--- config.mk ---
export PLATFORM = sky130hd
export DESIGN_NAME = tdc_launch_seq
export DESIGN_NICKNAME = d
export VERILOG_FILES = /design/src/rtl/tdc_launch_seq.sv
export SDC_FILE = /design/constraint.sdc
export NUM_CORES = 1
export LEC_CHECK = 0
export CAP_MARGIN = 40
export CORE_MARGIN = 2
export CORE_UTILIZATION = 24
export DETAILED_ROUTE_END_ITERATION = 12
export GPL_TIMING_DRIVEN = 0
export MAX_ROUTING_LAYER = met4
export PLACE_DENSITY_LB_ADDON = 0.15
export SLEW_MARGIN = 10
export SYNTH_ARGS = -nofsm -noshare
export SYNTH_HDL_FRONTEND = slang
export SYNTH_SLANG_ARGS = --single-unit
--- constraint.sdc ---
create_clock -name clk_launch -period 3.2 [get_ports clk_launch]
set_clock_uncertainty 0.2 [all_clocks]
set_input_delay 0.64 -clock clk_launch [delete_from_list [all_inputs] [get_ports clk_launch]]
set_output_delay 0.64 -clock clk_launch [all_outputs]
set_load 0.02 [all_outputs]
--- src/rtl/tdc_launch_seq.sv ---
// -----------------------------------------------------------------------------
// tdc_launch_seq
//
// Launch sequencer that sits directly in front of the TDC pulse generator.
// A start request begins a burst of launches. Each launch toggles pg_tog and
// pulses pg_en for one cycle, so the pulse generator sends a fresh edge into
// the delay line. After each launch the block waits settle+1 cycles and
// strobes the capture stage in the last of those cycles. It then waits gap
// idle cycles before the next launch. The launch period is therefore
// 2+settle+gap cycles. A one-cycle done pulse follows the final strobe.
//
// Optional feature, selected at build time:
//   TDC_LSEQ_CONT_EN - num_launch==0 at start selects continuous mode.
//                      Launches repeat until abort or rst, and launch_cnt
//                      saturates. Without this macro, num_launch==0 produces
//                      an immediate done pulse and no launch.
//
// Ports:
//   clk_launch  in   launch clock (shared with the pulse generator)
//   rst         in   synchronous, active-high reset
//   start       in   one-cycle burst request; ignored unless idle
//   abort       in   ends the burst and returns to idle; has priority
//   num_launch  in   launches per burst; latched when start is accepted
//   settle      in   extra cycles between a launch and its capture strobe
//   gap         in   idle cycles after a strobe before the next launch
//   pg_en       out  one-cycle enable to the pulse generator per launch
//   pg_tog      out  toggle source; inverts once per launch
//   cap_strobe  out  one-cycle capture request to the sampler
//   busy        out  high from the first launch through the final strobe
//   done        out  one-cycle completion pulse
//   launch_cnt  out  strobes issued in the current or last burst
// -----------------------------------------------------------------------------
module tdc_launch_seq #(
   parameter int CNT_W = 8,
   parameter int TMR_W = 8
) (
   input  logic             clk_launch,
   input  logic             rst,
   input  logic             start,
   input  logic             abort,
   input  logic [CNT_W-1:0] num_launch,
   input  logic [TMR_W-1:0] settle,
   input  logic [TMR_W-1:0] gap,
   output logic             pg_en,
   output logic             pg_tog,
   output logic             cap_strobe,
   output logic             busy,
   output logic             done,
   output logic [CNT_W-1:0] launch_cnt
);

   typedef enum logic [2:0] {
      S_IDLE,
      S_LAUNCH,
      S_SETTLE,
      S_GAP,
      S_DONE
   } state_t;

   state_t           state_q, state_d;
   logic [TMR_W-1:0] timer_q, timer_d;
   logic [CNT_W-1:0] num_lat_q, num_lat_d;
   logic [TMR_W-1:0] settle_lat_q, settle_lat_d;
   logic [TMR_W-1:0] gap_lat_q, gap_lat_d;
   logic [CNT_W-1:0] launch_cnt_q, launch_cnt_d;
   logic             pg_en_q, pg_en_d;
   logic             pg_tog_q, pg_tog_d;
   logic             cap_strobe_q, cap_strobe_d;
   logic             busy_q, busy_d;
   logic             done_q, done_d;

   // One bit wider than the counter so that an all-ones count never
   // wraps to zero. Without that extra bit, a saturated continuous burst
   // (latched count of zero) would appear to have reached its end.
   logic [CNT_W:0]   cnt_plus1;
   assign cnt_plus1 = {1'b0, launch_cnt_q} + {{CNT_W{1'b0}}, 1'b1};

   always_comb begin
      state_d      = state_q;
      timer_d      = timer_q;
      num_lat_d    = num_lat_q;
      settle_lat_d = settle_lat_q;
      gap_lat_d    = gap_lat_q;
      launch_cnt_d = launch_cnt_q;
      pg_en_d      = 1'b0;
      pg_tog_d     = pg_tog_q;
      cap_strobe_d = 1'b0;
      busy_d       = busy_q;
      done_d       = 1'b0;

      case (state_q)
         S_IDLE: begin
            if (start && !abort) begin
               num_lat_d    = num_launch;
               settle_lat_d = settle;
               gap_lat_d    = gap;
               launch_cnt_d = '0;
`ifdef TDC_LSEQ_CONT_EN
               state_d  = S_LAUNCH;
               pg_en_d  = 1'b1;
               pg_tog_d = ~pg_tog_q;
               busy_d   = 1'b1;
`else
               if (num_launch == '0) begin
                  state_d = S_DONE;
                  done_d  = 1'b1;
                  busy_d  = 1'b0;
               end else begin
                  state_d  = S_LAUNCH;
                  pg_en_d  = 1'b1;
                  pg_tog_d = ~pg_tog_q;
                  busy_d   = 1'b1;
               end
`endif
            end
         end

         S_LAUNCH: begin
            // The timer holds the number of SETTLE cycles still to come
            // after the current one, so a settle of 0 strobes immediately.
            state_d      = S_SETTLE;
            timer_d      = settle_lat_q;
            cap_strobe_d = (settle_lat_q == '0);
         end

         S_SETTLE: begin
            if (timer_q != '0) begin
               timer_d      = timer_q - TMR_W'(1);
               cap_strobe_d = (timer_q == TMR_W'(1));
            end else begin
               // This is the strobe cycle.
               launch_cnt_d = (&launch_cnt_q) ? launch_cnt_q : cnt_plus1[CNT_W-1:0];
               if (cnt_plus1 == {1'b0, num_lat_q}) begin
                  state_d = S_DONE;
                  done_d  = 1'b1;
                  busy_d  = 1'b0;
               end else if (gap_lat_q == '0) begin
                  state_d  = S_LAUNCH;
                  pg_en_d  = 1'b1;
                  pg_tog_d = ~pg_tog_q;
               end else begin
                  state_d = S_GAP;
                  timer_d = gap_lat_q - TMR_W'(1);
               end
            end
         end

         S_GAP: begin
            if (timer_q != '0) begin
               timer_d = timer_q - TMR_W'(1);
            end else begin
               state_d  = S_LAUNCH;
               pg_en_d  = 1'b1;
               pg_tog_d = ~pg_tog_q;
            end
         end

         S_DONE: begin
            state_d = S_IDLE;
            busy_d  = 1'b0;
         end

         default: begin
            state_d = S_IDLE;
            busy_d  = 1'b0;
         end
      endcase

      // abort overrides every transition above. pg_tog and launch_cnt
      // freeze, and no done pulse is produced.
      if (abort && (state_q != S_IDLE)) begin
         state_d      = S_IDLE;
         timer_d      = '0;
         launch_cnt_d = launch_cnt_q;
         pg_en_d      = 1'b0;
         pg_tog_d     = pg_tog_q;
         cap_strobe_d = 1'b0;
         busy_d       = 1'b0;
         done_d       = 1'b0;
      end
   end

   always_ff @(posedge clk_launch) begin
      if (rst) begin
         state_q      <= S_IDLE;
         timer_q      <= '0;
         num_lat_q    <= '0;
         settle_lat_q <= '0;
         gap_lat_q    <= '0;
         launch_cnt_q <= '0;
         pg_en_q      <= 1'b0;
         pg_tog_q     <= 1'b0;
         cap_strobe_q <= 1'b0;
         busy_q       <= 1'b0;
         done_q       <= 1'b0;
      end else begin
         state_q      <= state_d;
         timer_q      <= timer_d;
         num_lat_q    <= num_lat_d;
         settle_lat_q <= settle_lat_d;
         gap_lat_q    <= gap_lat_d;
         launch_cnt_q <= launch_cnt_d;
         pg_en_q      <= pg_en_d;
         pg_tog_q     <= pg_tog_d;
         cap_strobe_q <= cap_strobe_d;
         busy_q       <= busy_d;
         done_q       <= done_d;
      end
   end

   assign pg_en      = pg_en_q;
   assign pg_tog     = pg_tog_q;
   assign cap_strobe = cap_strobe_q;
   assign busy       = busy_q;
   assign done       = done_q;
   assign launch_cnt = launch_cnt_q;

endmodule

==> results.md <==
- Layout cells sized above 1: 0.0673
- I/O Buffers: 40
- Power Internal: 1260 uW
- Hpwl dp: 6.12 mm
- Final Hold Vio Count: 0
- Leak: 0.00121 uW
- Worst Path Max Fanout: 8
- Residual DRC count: 0
- Post-CTS Setup Bufs: 0
- Part of the cycle the worst path needs: 0.915
- Global Route Usage Sum: 0.140
- Max-slew violations: 0
- Sequential cell area: 961 um2
- Critical Path Max Stage Delay: 510 ps
- Worst hold path depth: 2
- RSZ-0062 raised after global routing: false
- Drt via density: 4.77
- CTS Buffer Depth: 2
- # rows: 38
- Sw frac: 0.309
- Crit-path cells: ha_1 > and3_4 > nand3_2 > a31o_1 > or4_4 > or3_1 > buf_6 > a21oi_1 > a211oi_1
- Design area: 0.00348 mm2
- CTS Sinks: 48
- Arr. time, crit path: 2880 ps
- Placed instance area: 0.00329 mm2
- Post-Syn Instances: 367
- Register bit total from synthesis: 48
- Post-synth cell types: 52
- Chip Height: 110 um
- Ranking of synthesized cells by area: dfxtp_1 35%, a21oi_1 9.2%, nand2_1 9.1%
- Die Width: 110 um
- Inst Count DP: 548
- Prevailing post-synth register cell: dfxtp_1
- EDFF count, synth: 0
- Die Area: 0.0122 mm2
- WL final: 7.92 mm
- Clk pwr share: 0.358
- Gpl congestion: 0.868
- Ys async rst share: 0
- Psw: 563 uW
- Vias in the first global route: 2416
- Initial antenna violation count: 0
- Outcome: finished clean
- Power per Cell Area: 523 mW/mm2
- Max-Cap Viols: 0
- Crit path max-delay cell type: or4_4
- Post-CTS Hold Fix Bufs: 0
- Crit path max-delay family: simple AND/OR/NAND/NOR gates
- Mapped Avg Cell Area: 7.39 um2
- Setup TNS Final: 0 ps
- Routed WL per cell: 14.2 um
- Layout Nets: 447
- First-pass GRT wire length: 12.6 mm
- HP Start: num_lat_q[1]
- CP required: 3160 ps
- Routed Antenna Nets: 0
- Reg power frac: 0.376
- Multi-input gate area: 0.00163 mm2
- Worst path bufs/invs: 1
- Final setup violating endpoints: 0
- Initial DRC Count: 137
- Commonest non-fill, non-tap cell in the layout: nand2_1
- Fmax: 0.342 GHz
- Relative slew slack: 0.563
- Peak VDD IR: 0.000194 V
- H-tree depth: 2
- Yosys warns: 0
- Worst-case reg-to-reg path depth: 9
- Post_cts resized: 0
- Slew @ Worst Pin: 653 ps
- Crit path from: launch_cnt[0]
- TritonCTS buffer count: 5
- Kind of critical path: register to register
- Final non-filler cell total: 556
- CTS tree: built
- WP depth: 9
- Clk Latency, worst-skew pair: 290 ps
- Post-synth top area share: 0.354
- Area leader, netlist: dfxtp_1
- TritonRoute pass-1 iters: 4
- Root Driver: clkbuf_16
- Synthesis-to-layout area growth: 28.1%
- Initial Util: 0.248
- Most frequent cells in the layout: 66 x nand2_1, 50 x a21oi_1, 48 x dfxtp_1
- Ant diodes: 0
- Comb power frac: 0.266
- DR vias: 2654
- Sequential area share after synthesis: 0.354
- Core ar.: 0.0109 mm2
- Post-synthesis net count: 399
- Total grt overflow: 0
- Fill cell count: 1208
- RR Startpoint: launch_cnt[0]
- Largest net degree at the start of global routing: 15
- Final min period: 2930 ps
- Worst R2R Setup Slack: 270 ps
- Reg clk slew, reported paths: 70 ps
- Setup crit start kind: register
- Top-Level Pins: 41
- CP endpoint kind: register
- Final hold slack: 267 ps
- Hold crit path type: register to register
- Netlist Area Pre-Place: 0.00271 mm2
[kinds of logic (layout without fill, tap and decap cells)]
kind of cell / after synthesis / after routing / share of synthesized area
flops: 48 / 48 / 0.354
buf+inv: 29 / 78 / 0.0466
compound gates: 95 / 95 / 0.206
fa+ha+maj: 4 / 4 / 0.0184
simple gates: 174 / 174 / 0.318
mux: 3 / 3 / 0.0115
xor+xnor: 14 / 14 / 0.0452
[through the flow]
stage | utilization | worst slack [ps] | total power [uW]
final | 0.318 | 273 | 1820
after global routing | 0.318 | 105 | 1920
after CTS | 0.318 | 286 | 1830
after detailed placement | 0.301 | 196 | 1180
after global placement | 0.301 | 177 | 1180
after floorplan | - | 383 | 1020
[power by group through the flow]
stage / combinational, uW / clock (uW) / sequential (uW)
6_report: 484 / 651 / 685
5_1_grt: 542 / 691 / 691
4_1_cts: 485 / 665 / 684
3_5_place_dp: 483 / 0 / 697
3_3_place_gp: 481 / 0 / 697
2_1_floorplan: 332 / 0 / 691
[worst reg2reg max path: cells and delay by family, from the launching register on]
family	cells	cell delay, ps
DFF	1	470
and+or+nand+nor	4	1200
AOI/OAI and AO/OA	3	440
adders and majority gates	1	330
buffers and inverters	1	150
[layout make-up]
class | instances | share of cell area
clock inverters | 1 | 0.00864
multi-input cells | 290 | 0.468
flip-flops and latches | 48 | 0.276
repair buffers | 41 | 0.117
well taps | 140 | 0.0504
clock buffers | 7 | 0.0439
plain buffers | 21 | 0.0277
inverters | 8 | 0.00864
[metal layers]
metal  GRT usage  up-vias  part of all wire
met5           -        -                 0
met4      0.0438        0             0.012
met3      0.0241        7             0.039
met2       0.194       53              0.41
met1       0.204     1198              0.54
li1            -     1396                 -
[registers in the layout, summed over array words and instances (netlist names)]
signal,count
busy,1
cap_strobe,1
done,1
gap_lat_q,8
launch_cnt,8
num_lat_q,8
pg_en,1
pg_tog,1
settle_lat_q,8
state_q,3
timer_q,8
[Yosys cell counts, drive strengths merged (2+ instances only)]
master	instances
a211o	2
a211oi	7
a21o	2
a21oi	51
a31o	2
a31oi	6
and2	2
and3	4
buf	5
clkbuf	16
dfxtp	48
ha	4
inv	8
mux2i	2
nand2	66
nand2b	7
nand3	11
nand3b	2
nand4	4
nor2	32
nor2b	4
nor3	16
nor3b	2
nor4	8
o21ai	16
o221ai	3
or2	3
or3	5
or4	5
xnor2	11
xor2	3
[worst paths after layout]
path                                      to
worst max register to register    timer_q[5]
worst min register to register  num_lat_q[1]
worst max-delay path              timer_q[5]
worst min-delay path            num_lat_q[1]
No activity file was read; power rests on OpenSTA's default activity.
==> variant 1, RTL diff (same settings) <==
Register the output `launch_cnt` once more; this adds one clock of latency there. The other outputs are not delayed to match.
--- a/src/rtl/tdc_launch_seq.sv
+++ b/src/rtl/tdc_launch_seq.sv
@@ -214,5 +214,7 @@
    assign busy       = busy_q;
    assign done       = done_q;
-   assign launch_cnt = launch_cnt_q;
+   always_ff @(posedge clk_launch) begin
+      launch_cnt <= launch_cnt_q;
+   end
 
 endmodule
Check against the original RTL: not equivalent (a bounded check fails within 4 cycles, from zero or initial values and one cycle with rst high).
==> variant 1 against the original RTL <==
  * Area after synthesis is 7.1% higher
  * Count of clock-buffer cells in the layout shrank 2
  * Final area grew 5.0%
  * Via count increased by 1.3%
  * Critical endpoint is now pg_tog
  * Largest power group unchanged
  * Cell count down 0.54%
  * Sequential cell count is 8 higher
  * Largest cell class unchanged
  * Sequential share of layout area grew 3.1 points
  * Routed wire length rose by 0.13%
  * Total power rose by 6.6%
  * Fmax is 2.3% higher
  * Worst hold slack worse by 0.12 ns
  * Utilization shrank 1.2 points
  * Worst setup slack better by 0.066 ns
==> variant 1: results (changes against the original RTL) <==
stage	metric	value	unit	change
detailed_routing	drt-total-wl	7930	microns	+0.13%
power	p_comb_share	27.3	%	+0.7 points
timing	slew_headroom	54.5	%	-1.7 points
final_layout	drive_gt1_share	7.64	%	+0.90 points
setup_path	r2r-end	pg_tog		
detailed_routing	met2_length	3310	microns	+2.3%
clock_network	ctsHtreeMaxLevel	2		unchanged
grt	grt_pass1_wl	13100	microns	+4.6%
timing	worst_slack	0.339	ns	+0.0661 ns
power	ir_drop	0.230	mV	+18%
power	p_clk_share	32.2	%	-3.6 points
placed_design	numPortBuffers	39		-2.5%
synth	synth_area_leaders	dfxtp_1 (39%), nand2_1 (8.4%), a21oi_1 (7.6%)		
grt	grt_pass1_vias	2490		+3.1%
synth	ys_seq_area_share	38.6	%	+3.1 points
placed_design	hpwlAfterDp	6130	microns	about the same
clock_network	post_cts_buffers	0		unchanged
power	power.internal	0.00133	W	+5.5%
grt	grt_usage	13.0	%	-0.92 points
detailed_routing	m1WireLength	4040	microns	-5.4%
placed_design	place_area	3480	sq um	+5.7%
placed_design	place_congestion	0.836		-3.7%
setup_path	arrival	2.85	ns	-0.03 ns
setup_path	r2r_start	launch_cnt_q[0]		
detailed_routing	drt_first_pass_iters	4		unchanged
synth	ys_top_cells_by_count	nand2_1 (65), dfxtp_1 (56), a21oi_1 (44), nor2_1 (21), clkbuf_1 (15)		
synth	yosysWarnings	0		unchanged
clock_network	cts_inserted_buffers	5		unchanged
synth	synth-async-reset-ratio	0	%	unchanged
clock_network	clk_pin_slew	0.07	ns	about the same
synth	synth.distinct_cells	57		+9.6%
clock_network	root_buffer	clkbuf_16		
detailed_routing	vias	2688		+1.3%
setup_path	r2r_cells	7		-2
power	power.density	531	nW/um^2	+1.5%
synth	syn-num-nets	391		-2.0%
worst_hold_path	hold_start	launch_cnt_q[3]		
final_layout	fillCellCount	1287		+6.5%
grt	grt_max_degree	18		+3
clock_network	cts_resized	0		unchanged
detailed_routing	highest_layer	met4		
clock_network	clockBufferDepth	2		unchanged
setup_path	cp_max_fo	9		+1
detailed_routing	wl_met3	490	microns	+58%
clock_network	clk_latency	0.30	ns	
run_status	status	finished clean		
power	power_leakage	1.24	nW	+2.9%
placed_design	dp_slack	0.175	ns	-0.0211 ns
final_layout	final_nets	437		-2.2%
worst_hold_path	whs_endpoint	launch_cnt[3]		
final_layout	antenna_cells	0		unchanged
worst_hold_path	hold_class	register to register		
worst_hold_path	whs_path_depth	0		-2
grt	antenna_found_initial	0		unchanged
## variant 1: worst max-delay path, stage by stage, from the launching register on
cell and delay (ns):
dfxtp_1 0.53, ha_1 0.35, and3_1 0.28, a31oi_1 0.15, a211oi_4 0.33, nand3_1 0.22, o21ai_0 0.31, mux2_2 0.37
## variant 1: how the worst max path moves through the flow
stage / start / end / cells after the start
6_report: launch_cnt_q[0] / pg_tog / 7
5_1_grt: launch_cnt_q[0] / pg_tog / 7
4_1_cts: launch_cnt_q[0] / pg_tog / 7
3_5_place_dp: num_launch[3] / pg_tog / 7
3_3_place_gp: num_launch[3] / pg_tog / 7
2_1_floorplan: launch_cnt_q[0] / pg_tog / 7
## variant 1: routing by layer
layer	track usage, %	vias up
met3	2.91	6
met2	18.6	66
met1	18.7	1233
met5	-	-
li1	-	1383
met4	3.17	0
## variant 1: cell type report
type	count	area, sq um	share of cell area, %
multi-input combinational	276	1660	45.5
clock inverter	3	42.5	1.17
tap	147	184	5.04
timing repair buffer	39	390	10.7
inverter	7	26.3	0.720
clock buffer	5	125	3.43
sequential	56	1120	30.7
buffer	20	101	2.78
## variant 1: logic make-up after synthesis
family                     count (synthesis)  share of synthesized area, %
AOI/OAI and AO/OA                         94                          20.4
xor gates and xnor gates                  19                          5.72
adders and majority gates                  4                          1.72
buffers and inverters                     27                          4.39
DFF                                       56                          38.6
muxes                                      2                         0.731
and+or+nand+nor                          157                          28.4
## variant 1: metrics by stage
stage	hold WS, ns	instances
after floorplan	0.132	359
after global placement	0.144	545
after detailed placement	0.138	545
after CTS	0.152	553
after global routing	0.160	553
final	0.151	553
==> variant 2, RTL diff (same flow settings) <==
Without the edit above. `TMR_W`: 8 -> 10.
--- a/src/rtl/tdc_launch_seq.sv
+++ b/src/rtl/tdc_launch_seq.sv
@@ -33,5 +33,5 @@
 module tdc_launch_seq #(
    parameter int CNT_W = 8,
-   parameter int TMR_W = 8
+   parameter int TMR_W = 10
 ) (
    input  logic             clk_launch,
Ports: changed (resized gap and settle); port bits go from 41 to 45. No check against the original RTL was run, so the function may have changed too.
==> variant 2 against the original RTL <==
  * Utilization is 0.75 points lower
  * Fmax is 7.3% higher
  * Sequential cell count is 6 higher
  * Worst setup slack better by 0.20 ns
  * Routed wire length is 16% higher
  * Die area is 13% higher
  * Area after synthesis is 14% higher
  * Sequential share of layout area is 0.065 points higher
  * Final area is 12% higher
Power is not compared: it rests on default switching activity, and its combinational part moved more than twofold at a synthesized area within 25%.
==> variant 2: results (changes against the original RTL) <==
stage	metric	value	unit	change
setup_path	cpLargestDelayFamily	compound AO/OA/AOI/OAI gates		
final_layout	final_nets	489		+9.4%
placed_design	place_congestion	0.799		-7.9%
synth	synthAdderAreaFrac	2.03	%	+0.19 points
detailed_routing	drt-total-wl	9160	microns	+16%
run_status	status	finished clean		
setup_path	r2r_cells	8		-1
grt	grt_pass1_vias	2856		+18%
placed_design	dp.cells	617		+13%
setup_path	r2r_slack	0.47	ns	+0.20 ns
detailed_routing	drt_iter0_markers	164		+20%
synth	synth_compound_area_share	20.4	%	-0.22 points
synth	synth_xor_area_share	6.26	%	+1.7 points
setup_path	cp_slowest_cell	dfxtp_1		
setup_path	cp_max_fo	9		+1
timing	fin_crit_sh	85.3	%	-6.2 points
synth	syn-num-nets	437		+9.5%
synth	ys_seq_area_share	35.1	%	-0.31 points
detailed_routing	viasPerCell	4.77		about the same
final_layout	top_regs	gap_lat_q x10, settle_lat_q x10, timer_q x10		
synth	ys_top_cells_by_count	nand2_1 (89), a21oi_1 (60), dfxtp_1 (54), nor2_1 (26), clkbuf_1 (17)		
timing	slew_headroom	59.0	%	+2.7 points
setup_path	slowest_delay	0.47	ns	-0.04 ns
placed_design	hpwlAfterDp	7020	microns	+15%
detailed_routing	wire_per_inst	14.7	microns	+2.9%
placed_design	dp_slack	0.135	ns	-0.0614 ns
synth	synth_area_leaders	dfxtp_1 (35%), nand2_1 (11%), a21oi_1 (9.7%)		
setup_path	r2r-end	timer_q[9]		
power	power_leakage	1.37	nW	
grt	grt_pass1_wl	14800	microns	+18%
placed_design	place_area	3740	sq um	+14%
grt	grt_usage	14.4	%	+0.42 points
power	ir_drop	0.256	mV	
setup_path	arrival	2.75	ns	-0.13 ns
clock_network	clock-sinks	54		+13%
synth	synth.distinct_cells	49		-5.8%
placed_design	numPortBuffers	44		+10%
synth	synth.area.mux_share	4.31	%	+3.2 points
synth	postSynthCellCount	400		+9.0%
grt	grt_max_degree	17		+2
final_layout	drive_gt1_share	6.62	%	-0.11 points
variant 2: cell count changes in the layout (fill, tap and decap cells not counted), moves of 7 or more:
cell | before | now
nor3_1 | 15 | 8
nand2_1 | 66 | 89
mux2i_1 | 2 | 11
xor2_1 | 3 | 12
a21oi_1 | 50 | 60
variant 2: power by group through the flow:
stage | Clock (W) | Sequential [W] | Combinational, W
after detailed placement | 0 | 0.000925 | 0.00156
after CTS | 0.000622 | 0.000908 | 0.00157
after floorplan | 0 | 0.000908 | 0.00116
after global placement | 0 | 0.000923 | 0.00155
final | 0.000605 | 0.000908 | 0.00156
after global routing | 0.000642 | 0.000927 | 0.00174
variant 2: worst min path at each step:
stage / cells past startpoint / endpoint / slack [ns] / start
2_1_floorplan: 2 / num_lat_q[0] / 0.25 / num_lat_q[0]
3_3_place_gp: 2 / num_lat_q[2] / 0.26 / num_lat_q[2]
3_5_place_dp: 2 / num_lat_q[2] / 0.26 / num_lat_q[2]
4_1_cts: 2 / num_lat_q[2] / 0.27 / num_lat_q[2]
5_1_grt: 2 / num_lat_q[1] / 0.30 / num_lat_q[1]
6_report: 2 / num_lat_q[2] / 0.27 / num_lat_q[2]
variant 2: final cells by class:
cell class / instances / area (sq um)
fillers: 1399 / 8670
multi-input cells: 318 / 1890
flip-flops and latches: 54 / 1080
repair buffers: 45 / 445
well taps: 172 / 215
clock buffers: 7 / 153
plain buffers: 21 / 83.8
inverters: 7 / 26.3
clock inverters: 1 / 8.76
variant 2: routing by layer:
layer	track usage (%)	share of wire [%]
met5	-	0
met4	3.76	1.1
met3	2.01	4.1
met2	23.1	46
met1	19.1	48
